File: config.mk
export PLATFORM = sky130hd
export DESIGN_NAME = led_pattern_gen
export DESIGN_NICKNAME = d
export VERILOG_FILES = /design/src/rtl/led_pattern_gen.sv
export SDC_FILE = /design/constraint.sdc
export NUM_CORES = 1
export LEC_CHECK = 0
export CORE_UTILIZATION = 40
export DETAILED_ROUTE_END_ITERATION = 12
export MAX_ROUTING_LAYER = met4
export PLACE_DENSITY = 0.69
export SLEW_MARGIN = 10
export SYNTH_ARGS = -nofsm -noshare
export SYNTH_HDL_FRONTEND = slang
export SYNTH_SLANG_ARGS = --single-unit
File: constraint.sdc
create_clock -name clock -period 1.5 [get_ports clock]
set_input_delay 0.45 -clock clock [delete_from_list [all_inputs] [get_ports clock]]
set_output_delay 0.45 -clock clock [all_outputs]
set_load 0.01 [all_outputs]
File: src/rtl/led_pattern_gen.sv
// LED pattern generator: rotate left/right, ping-pong bounce and alternating flash,
// advanced on prescaled step ticks while i_valid is high.
module led_pattern_gen #(
  parameter int unsigned NB_LEDS     = 4,
  parameter int unsigned NB_PRESCALE = 8
) (
  input  logic                   clock,
  input  logic                   i_reset,
  input  logic                   i_valid,
  input  logic [1:0]             i_mode,
  input  logic [NB_PRESCALE-1:0] i_prescale,
  output logic [NB_LEDS-1:0]     o_led,
  output logic                   o_step,
  output logic                   o_dir
);

  localparam logic [NB_LEDS-1:0]   LedSeed   = NB_LEDS'(1);
  localparam logic [2*NB_LEDS-1:0] FlashRep  = {NB_LEDS{2'b01}};
  localparam logic [NB_LEDS-1:0]   FlashSeed = FlashRep[NB_LEDS-1:0];

  localparam logic [1:0] ModeRotL  = 2'b00;
  localparam logic [1:0] ModeRotR  = 2'b01;
  localparam logic [1:0] ModePing  = 2'b10;
  localparam logic [1:0] ModeFlash = 2'b11;

  logic [NB_LEDS-1:0]     led_q, led_d;
  logic [NB_PRESCALE-1:0] cnt_q, cnt_d;
  logic                   dir_q, dir_d;
  logic                   step_q, step_d;
  logic [1:0]             mode_q, mode_d;

  always_comb begin
    led_d  = led_q;
    cnt_d  = cnt_q;
    dir_d  = dir_q;
    step_d = 1'b0;
    mode_d = mode_q;
    if (i_reset) begin
      led_d  = LedSeed;
      cnt_d  = '0;
      dir_d  = 1'b0;
      mode_d = ModeRotL;
    end else if (i_mode != mode_q) begin
      // A mode change discards any step due in the same cycle.
      mode_d = i_mode;
      cnt_d  = '0;
      dir_d  = 1'b0;
      led_d  = (i_mode == ModeFlash) ? FlashSeed : LedSeed;
    end else if (i_valid) begin
      if (cnt_q == i_prescale) begin
        cnt_d  = '0;
        step_d = 1'b1;
        unique case (mode_q)
          ModeRotL: led_d = {led_q[NB_LEDS-2:0], led_q[NB_LEDS-1]};
          ModeRotR: led_d = {led_q[0], led_q[NB_LEDS-1:1]};
          ModePing: begin
            // Reverse at the ends and move in the same step, so end LEDs do not dwell.
            if (!dir_q) begin
              if (led_q[NB_LEDS-1]) begin
                dir_d = 1'b1;
                led_d = led_q >> 1;
              end else begin
                led_d = led_q << 1;
              end
            end else begin
              if (led_q[0]) begin
                dir_d = 1'b0;
                led_d = led_q << 1;
              end else begin
                led_d = led_q >> 1;
              end
            end
          end
          ModeFlash: led_d = ~led_q;
          default:   led_d = led_q;
        endcase
      end else begin
        // Equality-only compare: a lowered terminal count is reached after wrap-around.
        cnt_d = cnt_q + NB_PRESCALE'(1);
      end
    end
  end

  always_ff @(posedge clock) begin
    led_q  <= led_d;
    cnt_q  <= cnt_d;
    dir_q  <= dir_d;
    step_q <= step_d;
    mode_q <= mode_d;
  end

  assign o_led  = led_q;
  assign o_step = step_q;
  assign o_dir  = dir_q;

endmodule

==> metrics.md <==
| Metric | Value |
|---|---|
| Area growth, synth to finish | `50.1%` |
| VDD IR-drop max | `0.572 mV` |
| Pin count of the biggest net entering global routing | `10` |
| Mean Syn Cell Area | `8.11 um^2` |
| CTS tree | `yes` |
| Critical Path Max Stage Delay | `0.30 ns` |
| Hold Buf Count CTS | `0` |
| Pint | `a little under 700 uW` |
| Skew final | `0.00429 ns` |
| Critical Path End Type | `flip-flop` |
| Initial Util | `between 40% and 50%` |
| Fraction of registers with async set/reset | `0%` |
| CTS max path bufs | `2` |
| Synth Instances | `about 120` |
| Routed via count | `973` |
| Vias in the first global route | `~900` |
| Sink Count | `16` |
| Setup TNS | `0 ns` |
| # IOs | `19` |
| Largest family of logic cells by synthesized area | `simple AND/OR/NAND/NOR gates` |
| Slowest cell on crit path | `nor3_4` |
| # H-tree levels | `1` |
| Fin cells | `188` |
| Top cells by count, synth | `dfxtp_1, nor2_1, nand2_1` |
| Synth Area in Adders | `1.33%` |
| # rows | `17` |
| Final Hold Vio Count | `0` |
| Multiplexer area fraction after synthesis | `3.32%` |
| Worst-Skew Late Latency | `0.29 ns` |
| Die area | `2550 um^2` |
| Ant diodes | `0` |
| Sequential power share | `48.5%` |
| Total CTS buffers | `3` |
| Max Cap Viol | `0` |
| Crit path cell chain | `dlygate4sd2_1 -> xnor2_1 -> nand3_1 -> nor3_4 -> buf_6 -> mux2i_2 -> nor3_1` |
| Nets | `175` |
| Biggest area consumer among synthesized cells | `dfxtp_1` |
| Post-synthesis sequential area ratio | `34.0%` |
| Slew Limit Fails | `0` |
| Combinational Power Share | `19.0%` |
| Area of the core | `2210 um^2` |
| Startpoint types | `input pin` |
| CTS clock-pin slew for the worst setup and hold paths | `0.10 ns` |
| Setup-failing EPs final | `0` |
| Worst path buffer plus inverter count | `2` |
| Final ANT Viol Nets | `0` |
| Total gr overflow | `0` |
| Initial antenna violation count | `0` |
| Largest cells by area after synthesis | `dfxtp_1, xnor2_1, nor2_1` |
| RSZ-0062 raised after global routing | `yes` |
| Gr usage total | `about a fifth` |
| Min cycle time layout | `between 1 and 1.5 ns` |
| Critical path arrival | `1.66 ns` |
| Iteration-0 DRC Markers | `32` |
| Synth Area in Compound Gates | `13.6%` |
| Post-Synth Simple-Gate Area | `between 20% and 30%` |
| DR vias/cell | `5.18` |
| Maximum fanout along the worst path | `6` |
| Drt first pass iters | `4` |
| Number of flops mapped to enable cells by yosys | `0` |
| Switch share | `25.3%` |
| Type of the most critical hold path | `reg2reg` |
| Share of Yosys cell area claimed by the top area cell type | `34.0%` |
| Placed cell count | `182` |
| # DRC | `0` |
| Share of layout cells above drive strength 1 | `30.6%` |
| Clk network pwr share | `32.5%` |
| Routed wire per std cell | `12.4 um` |
| Synth warnings | `0` |
| Synth Register Bits | `16` |
| Post-Syn Area | `roughly 940 um^2` |
| Top delay family on crit path | `simple AND/OR/NAND/NOR gates` |
| Fmax | `681 MHz` |
| Switch Pwr | `229 uW` |
| Die width | `50.5 um` |
| Syn Nets | `130` |
| Status | `finished, final reports clean` |
| Power Density | `642 nW/um^2` |
| CP Class | `in2reg` |
| Post-DP HPWL | `1800 um` |
| Crit path required time | `1.69 ns` |
| Final period utilization | `97.9%` |
| CTS root buffer | `clkbuf_4` |
| Input/output buffers | `18` |
| Routability-driven placement congestion ratio | `approximately 0.80` |
| Ys flop type | `dfxtp_1` |
| Worst Max-Slew Pin Slew | `0.278 ns` |
| First-pass GRT wire length | `3880 um` |
| Die Y | `around 51 um` |
| Pleak | `0.000593 uW` |
| Post-Synth XOR/XNOR Area | `15.8%` |
| Count of cell types in the netlist | `34` |
| Rel. slew slack | `81.4%` |
| Final Routed Wirelength | `2340 um` |
[routing by layer]
layer	routed length, um	up-vias	global-route usage, %
met3	132	7	4.55
met2	1040	33	32.2
li1	-	486	-
met1	1130	447	27.4
met5	0	-	-
met4	42	0	6.02
[worst min-delay path, cell delays in order (launching register included)]
cell	delay, ns
dfxtp_2	0.36
xnor2_1	0.08
nor2_1	0.08
[kinds of logic after synthesis]
kind of cell             Yosys count
AND/OR/NAND/NOR                   52
AO/OA/AOI/OAI                     21
XOR/XNOR                          17
flip-flops                        16
buffers and inverters              6
multiplexers                       3
adder cells (fa/ha/maj)            1
[stage by stage]
stage                     hold slack (ns)  power (uW)  cell area (um^2)  util (%)  worst slack [ns]
after floorplan                     0.505         518               941         -            0.0164
after detailed placement            0.561         609              1320      59.6            -0.485
after CTS                           0.563         895              1360      61.7            -0.104
after global placement              0.528         606              1320      59.6            -0.448
final                               0.546         907              1410      63.9            0.0309
after global routing                0.580         946              1410      63.9           -0.0499
[power by group through the flow]
stage	sequential (uW)	clock, uW	combinational (uW)
after floorplan	450	0	68.5
after global placement	448	0	158
after detailed placement	448	0	161
after CTS	439	297	159
after global routing	441	320	185
final	440	294	173
[placed cells by master, fill, tap and decap left out, drive strengths merged, types with 3 or more instances in the layout]
master	n
nand2	13
a21oi	4
dlygate4sd2	10
nor3	4
o21ai	7
clkdlybuf4s15	4
nand3	3
xor2	5
buf	27
nor2b	3
dlymetal6s2s	3
dfxtp	16
clkbuf	4
nor2	16
o22ai	3
nand4	3
xnor2	12
[path summary, 6_finish.rpt]
check                                    from  endpoint  slack, ns  depth (start not counted)
worst min-delay path                 cnt_q[7]  cnt_q[7]       0.55                          2
worst max register to register       cnt_q[6]  o_led[3]       0.06                          6
worst max-delay path            i_prescale[6]  o_led[3]       0.03                          7
worst min register to register       cnt_q[7]  cnt_q[7]       0.55                          2
[sequential cells by signal, summed over array words and instances (netlist names)]
signal  flops
cnt_q       8
o_led       4
mode_q      2
o_dir       1
o_step      1
[layout make-up]
class                      instances  area [um^2]
clock buffer                       4         36.3
fill                             218          800
inverter                           1         3.75
multi-input combinational         94          626
sequential                        16          327
tap                               28         35.0
timing repair buffer              45          385
[timing repair]
action                     in CTS  in global routing
setup endpoints to repair      20                 13
setup buffers                   1                  1
pin swaps                      14                 12
hold endpoints to repair        0                  0
resized for setup              22                 18
Note: power is estimated with default switching activity, not from simulation.
